<file path="config.mk">
export PLATFORM = sky130hd
export DESIGN_NAME = par_serial_tx_flat
export DESIGN_NICKNAME = d
export VERILOG_FILES = /design/src/rtl/phy_pkg.sv /design/src/rtl/par_serial_tx_if.sv /design/src/rtl/par_serial_shreg.sv /design/src/rtl/par_serial_tx.sv /design/src/flat_wrapper.sv
export SDC_FILE = /design/constraint.sdc
export NUM_CORES = 1
export LEC_CHECK = 0
export CAP_MARGIN = 10
export CORE_AREA = 2 2 46 48
export CTS_CLUSTER_SIZE = 10
export DETAILED_ROUTE_END_ITERATION = 7
export DIE_AREA = 0 0 48 50
export GPL_ROUTABILITY_DRIVEN = 0
export PLACE_DENSITY = 0.55
export SETUP_SLACK_MARGIN = 0.02
export SYNTH_ARGS = -nofsm -noshare
export SYNTH_HDL_FRONTEND = slang
export SYNTH_SLANG_ARGS = --single-unit
export TNS_END_PERCENT = 1
</file>
<file path="constraint.sdc">
create_clock -name clk -period 2.6 [get_ports clk]
set_input_delay 0.39 -clock clk [delete_from_list [all_inputs] [get_ports clk]]
set_output_delay 0.39 -clock clk [all_outputs]
set_load 0.03 [all_outputs]
</file>
<file path="src/rtl/phy_pkg.sv">
// Shared PHY constants: comma symbol, link FSM encoding and counter sizing helper.
package phy_pkg;

  localparam int unsigned PHY_WIDTH = 8;
  localparam logic [7:0]  IDLE_K285 = 8'hBC;

  localparam logic [0:0] ST_INIT   = 1'b0;
  localparam logic [0:0] ST_ACTIVE = 1'b1;

  function automatic int unsigned cnt_width(input int unsigned range_n);
    return (range_n > 1) ? $clog2(range_n) : 1;
  endfunction

endpackage

</file>
<file path="src/rtl/par_serial_tx_if.sv">
// Ready/valid symbol handshake between the upstream framer and the serializer.
interface par_serial_tx_if import phy_pkg::*; #(
  parameter int unsigned WIDTH = PHY_WIDTH
);
  logic [WIDTH-1:0] data_in;
  logic             valid_in;
  logic             ready_out;

  modport master (output data_in, output valid_in, input  ready_out);
  modport slave  (input  data_in, input  valid_in, output ready_out);
endinterface

</file>
<file path="src/rtl/par_serial_shreg.sv">
// Parallel-load shift register with bit counter; reloads on the last bit of each symbol.
module par_serial_shreg import phy_pkg::*; #(
  parameter int unsigned     WIDTH     = PHY_WIDTH,
  parameter logic [WIDTH-1:0] IDLE_BYTE = WIDTH'(IDLE_K285)
) (
  input  logic             clk,
  input  logic             reset_L,
  input  logic [WIDTH-1:0] i_load_data,
  output logic             o_serial,
  output logic             o_symbol_start,
  output logic             o_boundary
);

  localparam int unsigned      CNT_W    = cnt_width(WIDTH);
  localparam logic [CNT_W-1:0] LAST_BIT = CNT_W'(WIDTH - 1);

  logic [WIDTH-1:0] r_shreg;
  logic [CNT_W-1:0] r_bit_cnt;

  // Shift MSB-first; on the boundary bit restart the counter and load the next symbol.
  always_ff @(posedge clk or negedge reset_L) begin
    if (!reset_L) begin
      r_shreg   <= IDLE_BYTE;
      r_bit_cnt <= '0;
    end else if (r_bit_cnt == LAST_BIT) begin
      r_shreg   <= i_load_data;
      r_bit_cnt <= '0;
    end else begin
      r_shreg   <= {r_shreg[WIDTH-2:0], 1'b0};
      r_bit_cnt <= r_bit_cnt + CNT_W'(1);
    end
  end

  assign o_serial       = r_shreg[WIDTH-1];
  assign o_symbol_start = (r_bit_cnt == '0);
  assign o_boundary     = (r_bit_cnt == LAST_BIT);

endmodule

</file>
<file path="src/rtl/par_serial_tx.sv">
// PHY transmit serializer: link-training FSM and symbol handshake around the shift register.
module par_serial_tx import phy_pkg::*; #(
  parameter int unsigned      WIDTH        = PHY_WIDTH,
  parameter logic [WIDTH-1:0] IDLE_BYTE    = WIDTH'(IDLE_K285),
  parameter int unsigned      INIT_SYMBOLS = 4
) (
  input  logic          clk,
  input  logic          reset_L,
  input  logic          tx_enable,
  par_serial_tx_if.slave bus,
  output logic          serial_out,
  output logic          symbol_start,
  output logic          active
);

  localparam int unsigned       INIT_W    = cnt_width(INIT_SYMBOLS);
  localparam logic [INIT_W-1:0] INIT_LAST = INIT_W'(INIT_SYMBOLS - 1);

  logic [0:0]        r_state;
  logic [INIT_W-1:0] r_init_cnt;
  logic              w_boundary;
  logic              w_ready;
  logic [WIDTH-1:0]  w_load_data;

  // Ready depends only on link state and bit position so upstream never sees a valid-to-ready path.
  assign w_ready      = (r_state == ST_ACTIVE) && w_boundary && tx_enable;
  assign w_load_data  = (bus.valid_in && w_ready) ? bus.data_in : IDLE_BYTE;
  assign bus.ready_out = w_ready;
  assign active        = (r_state == ST_ACTIVE);

  par_serial_shreg #(
    .WIDTH     (WIDTH),
    .IDLE_BYTE (IDLE_BYTE)
  ) u_shreg (
    .clk            (clk),
    .reset_L        (reset_L),
    .i_load_data    (w_load_data),
    .o_serial       (serial_out),
    .o_symbol_start (symbol_start),
    .o_boundary     (w_boundary)
  );

  // Link FSM advances only at symbol boundaries so a symbol is never cut short.
  always_ff @(posedge clk or negedge reset_L) begin
    if (!reset_L) begin
      r_state    <= ST_INIT;
      r_init_cnt <= '0;
    end else if (w_boundary) begin
      case (r_state)
        ST_INIT: begin
          if (!tx_enable) begin
            r_init_cnt <= '0;
          end else if (r_init_cnt == INIT_LAST) begin
            r_state    <= ST_ACTIVE;
            r_init_cnt <= '0;
          end else begin
            r_init_cnt <= r_init_cnt + INIT_W'(1);
          end
        end
        ST_ACTIVE: begin
          if (!tx_enable) begin
            r_state    <= ST_INIT;
            r_init_cnt <= '0;
          end else begin
            r_state    <= ST_ACTIVE;
          end
        end
        default: begin
          r_state    <= ST_INIT;
          r_init_cnt <= '0;
        end
      endcase
    end else begin
      r_state    <= r_state;
      r_init_cnt <= r_init_cnt;
    end
  end

endmodule

</file>
<file path="src/flat_wrapper.sv">
// flat-port wrapper written by rule: the top's interface ports become plain ports
module par_serial_tx_flat import phy_pkg::*;
#(
  parameter int unsigned      WIDTH        = PHY_WIDTH,
  parameter logic [WIDTH-1:0] IDLE_BYTE    = WIDTH'(IDLE_K285),
  parameter int unsigned      INIT_SYMBOLS = 4
)
  (clk, reset_L, tx_enable, serial_out, symbol_start, active, bus_data_in, bus_valid_in, bus_ready_out);
  par_serial_tx_if #(.WIDTH(WIDTH)) bus_i ();
  input  logic clk;
  input  logic reset_L;
  input  logic tx_enable;
  output logic serial_out;
  output logic symbol_start;
  output logic active;
  input wire logic [$bits(bus_i.data_in)-1:0] bus_data_in;
  input wire logic [$bits(bus_i.valid_in)-1:0] bus_valid_in;
  output wire logic [$bits(bus_i.ready_out)-1:0] bus_ready_out;
  assign bus_i.data_in = bus_data_in;
  assign bus_i.valid_in = bus_valid_in;
  assign bus_ready_out = bus_i.ready_out;
  par_serial_tx #(.WIDTH(WIDTH), .IDLE_BYTE(IDLE_BYTE), .INIT_SYMBOLS(INIT_SYMBOLS)) u_core (.clk(clk), .reset_L(reset_L), .tx_enable(tx_enable), .bus(bus_i), .serial_out(serial_out), .symbol_start(symbol_start), .active(active));
endmodule
</file>
======== Word level (Yosys, flattened, before mapping) ========
Index checks and enable logic that the tools add are counted.
storage, ports and cells
  logic and storage cells ................. 26
  output and inout bits ................... 4
  register bits after elaboration ......... 14
operators by class
  add/sub/neg operators ................... 2
  equality and inequality tests ........... 3
  bitwise logic cells ..................... 1
  reductions and logical operators ........ 5
  muxes and demuxes ....................... 11
operators with widths
  cell                                          count
  two-way mux 8 bit                             2
  two-way mux 2 bit                             3
  one-hot mux 2 bit (2 select lines)            1
  adder 3 x 1 -> 3 bit (second input constant)  1
  == test 3 bit (second input constant)         1
  logical AND 1 bit                             3
  logical NOT 3 bit                             1
  two-way mux 1 bit                             3
  two-way mux 3 bit                             1
  adder 2 x 1 -> 2 bit (second input constant)  1
  == test 2 bit (second input constant)         1
  != test 2 bit (second input constant)         1
  one-hot mux 1 bit (2 select lines)            1
  AND reduction 2 bit                           1
  NOT 1 bit                                     1

======== Depth between registers and ports, before layout ========
  word-level depth ........................ 6
  mapped depth ............................ 5

======== By module ========
A second synthesis with hierarchy kept.
unflattened totals
  cells, all modules ...................... 54
  area total of the unflattened synthesis .. 694.4 µm²
modules (own cells, without submodules)
  module            cells an instance  area an instance (µm²)  times used
  par_serial_shreg  29                 478.0                   1
  par_serial_tx     25                 216.5                   1

======== Worst setup path before layout ========
OpenSTA, ideal clock, no wires.
  kind .................................... flip-flop to output port
  start point ............................. register u_core.u_shreg.r_bit_cnt[0]
  end point ............................... output port bus_ready_out
  path buffers ............................ 1
  stages on the path, launching flop included .. 5
  slack ................................... 1.023 ns
  arrival ................................. 1.187 ns
  cell sequence ........................... dfrtp_1 > ha_1 > ha_1 > buf_4 > and3_2
on the way
  cells in the longest elaborated chain, start to end .. 3
RTL lines
  element                          RTL line                text
  from (decl)                      par_serial_shreg.sv:18  logic [CNT_W-1:0] r_bit_cnt;
  from (signal assigned)           par_serial_shreg.sv:30  r_bit_cnt <= r_bit_cnt + CNT_W'(1);
  == test 3 bit                    par_serial_shreg.sv:36  assign o_boundary = (r_bit_cnt == LAST_BIT);
  logical AND 1 bit (2 in series)  par_serial_tx.sv:26     assign w_ready = (r_state == ST_ACTIVE) && w_boundary && tx_enable;
  to (decl)                        flat_wrapper.sv:18      output wire logic [$bits(bus_i.ready_out)-1:0] bus_ready_out;
Every way passes these cells.

======== Final worst setup path ========
Same ends and word-level chain as after synthesis.

==> qor.txt <==
Max-slew violation count -> 0
Post-synthesis sequential area ratio -> 0.564
Synthesized flop and latch total -> 14
Setup TNS Final -> 0 ns
Vias in the first global route -> 383
Largest net degree at the start of global routing -> 22
Adder-cell share of the synthesized area -> 0.0792
Antenna cell count -> 0
Multi-input logic area -> 214 um2
Worst-Skew Late Latency -> 0.28 ns
Clock transition at path regs -> 0.08 ns
Ys Warns -> 0
DRT Pass-1 Iters -> 4
Status -> completed
CTS max path bufs -> 2
Post-synthesis xor/xnor area fraction -> 0
Row count -> 16
All-layer global routing usage -> 0.106
Initial cell density of the core -> 0.332
Die X -> 48 um
Setup Fix Bufs, Post-CTS -> 0
Setup Skew -> 0.00343 ns
Final Hold Fails -> 0
NumNets Final -> 93
Fillers -> 198
Crit Path Max Fanout -> 3
Distinct cells, synth -> 21
Post-route DRC -> 0
Mux contribution to synthesized area -> 0
Commonest non-fill, non-tap cell in the layout -> clkdlybuf4s50_1
Port Buffers -> 15
Unrepaired setup endpoints after global routing -> no
Area growth from synthesis to layout -> 32.3%
Layout cells sized above 1 -> 0.145
Total congestion overflow -> 0
CP Data Arrival Time -> 1.84 ns
Root buf cell -> clkbuf_4
Mapped Nets -> 75
Final min period -> 2.23 ns
Placed cells -> 99
Largest family of logic cells by synthesized area -> simple AND/OR/NAND/NOR gates
Die area -> 0.00240 mm2
Compound-Gate Fraction of Synth Area -> 0.129
Required time of the critical path -> 2.21 ns
Inserted Clock Buffers -> 3
Cells after Synth -> 59
Via count -> 452
Initial antenna violation count -> 0
CTS H-tree lvls -> 1
First-pass GRT wire length -> 1720 um
Final WL -> 1040 um
# hold bufs at CTS -> 0
Slew @ Worst Pin -> 0.588 ns
1st-iter DRT viols -> 5
Ratio of routed vias to standard cells -> 4.39
Syn_area_per_cell -> 10.7 um2
Finished Layout Cells -> 103
Reg area -> 357 um2
Simple-gate portion of the synthesized area -> 0.131
Pleak -> 0.404 nW
Crit path launch type -> register
Max-capacitance violation count -> 0
Dpl hpwl -> 734 um
Die Y -> 50 um
Core area -> 0.00190 mm2
Commonest cells after routing, fill and taps aside -> clkdlybuf4s50_1 (15), inv_1 (10), dfrtp_1 (9), nor2_1 (6)
CTS tree -> done
IO Pins -> 16
Crit share post-route -> 0.858
Antenna-violating nets left -> 0
Fmax -> 448 MHz
Crit Path Class -> register to output port
Slew margin rel. -> 0.607
Post-layout util -> 0.439
Resized cells post-CTS -> 0
CP endpoint kind -> output port
Final setup fails -> 0
HP Class -> register to register
Pwr/cell area -> 553 mW/mm2
DR WL/cell -> 10.1 um
Clock sink total -> 14
Cell area after synthesis -> 632 um2
Worst vdd ir -> 0.000342 V
final timing paths:
kind / to / start / depth (start not counted) / slack (ns)
setup / recovery: bus_ready_out / u_core.u_shreg.r_bit_cnt[0] / 4 / 0.37
min in group asynchronous: u_core.r_init_cnt[0] / reset_L / 1 / 0.48
hold / removal: u_core.u_shreg.r_bit_cnt[0] / u_core.u_shreg.r_bit_cnt[0] / 1 / 0.46
max in group asynchronous: u_core.u_shreg.r_shreg[0] / reset_L / 1 / 1.74
hold reg to reg: u_core.u_shreg.r_bit_cnt[0] / u_core.u_shreg.r_bit_cnt[0] / 1 / 0.46
setup reg to reg: u_core.r_init_cnt[1] / u_core.u_shreg.r_bit_cnt[0] / 5 / 1.25
worst max-delay path: stages (launching register included):
cell and delay (ns):
dfrtp_1 0.40, ha_1 0.20, ha_1 0.19, and3_2 0.19, clkdlybuf4s50_1 0.59
stage by stage:
step	total power [W]	hold slack, ns	cell area [um2]	worst slack, ns
after global placement	0.000312	0.445	800	0.437
final	0.000463	0.461	836	0.369
after detailed placement	0.000313	0.453	800	0.420
after CTS	0.000474	0.466	836	0.342
after floorplan	0.000281	0.0944	632	1.02
after global routing	0.000494	0.475	836	0.303
cells by family (layout without fill, tap and decap cells):
family / after synthesis / count (layout)
DFF: 14 / 14
AOI/OAI and AO/OA: 12 / 12
buffers and inverters: 13 / 30
and+or+nand+nor: 16 / 16
adders and majority gates: 4 / 4
flip-flops by register name, indices dropped and copies added (netlist names):
name and flops:
u_core.u_shreg.r_shreg 8, u_core.u_shreg.r_bit_cnt 3, u_core.r_init_cnt 2, u_core.active 1
area by class of cell:
| type | count | share of cell area |
|---|---|---|
| Sequential cell | 14 | 0.427 |
| Multi-Input combinational cell | 32 | 0.256 |
| Timing Repair Buffer | 16 | 0.189 |
| Inverter | 10 | 0.0449 |
| Clock buffer | 4 | 0.0434 |
| Tap cell | 27 | 0.0404 |
Yosys cell counts:
cell      instances  area share
and3_1            2       0.020
a31oi_1           5       0.050
or3_1             1      0.0099
buf_2             1      0.0079
ha_1              4       0.079
o311ai_1          1       0.014
dfrtp_1           9        0.36
a21boi_0          1       0.012
inv_1            10       0.059
nand2b_1          1      0.0099
o22ai_1           1      0.0099
nand3_1           1      0.0079
buf_6             1       0.018
and3_2            1       0.012
a31o_1            2       0.028
dfstp_2           5        0.21
nor2_1            6       0.036
nor2b_1           3       0.030
nand2_1           1      0.0059
buf_4             1       0.012
a21oi_1           2       0.016
report_power, final:
| part | total, W | switching, W | internal [W] |
|---|---|---|---|
| clock network | 0.000155 | 0.0000697 | 0.0000852 |
| registers | 0.000244 | 0.0000117 | 0.000232 |
| logic | 0.0000635 | 0.0000281 | 0.0000354 |
| total | 0.000463 | 0.000110 | 0.000353 |
metal layers:
layer  GRT usage  vias to the layer above  part of all wire
met4      0.0676                        0             0.026
met3      0.0549                        2             0.064
met2       0.133                       15              0.44
met1       0.139                      207              0.47
li1            -                      228                 -
met5           0                        -                 0
(Power assumes the default switching activity.)
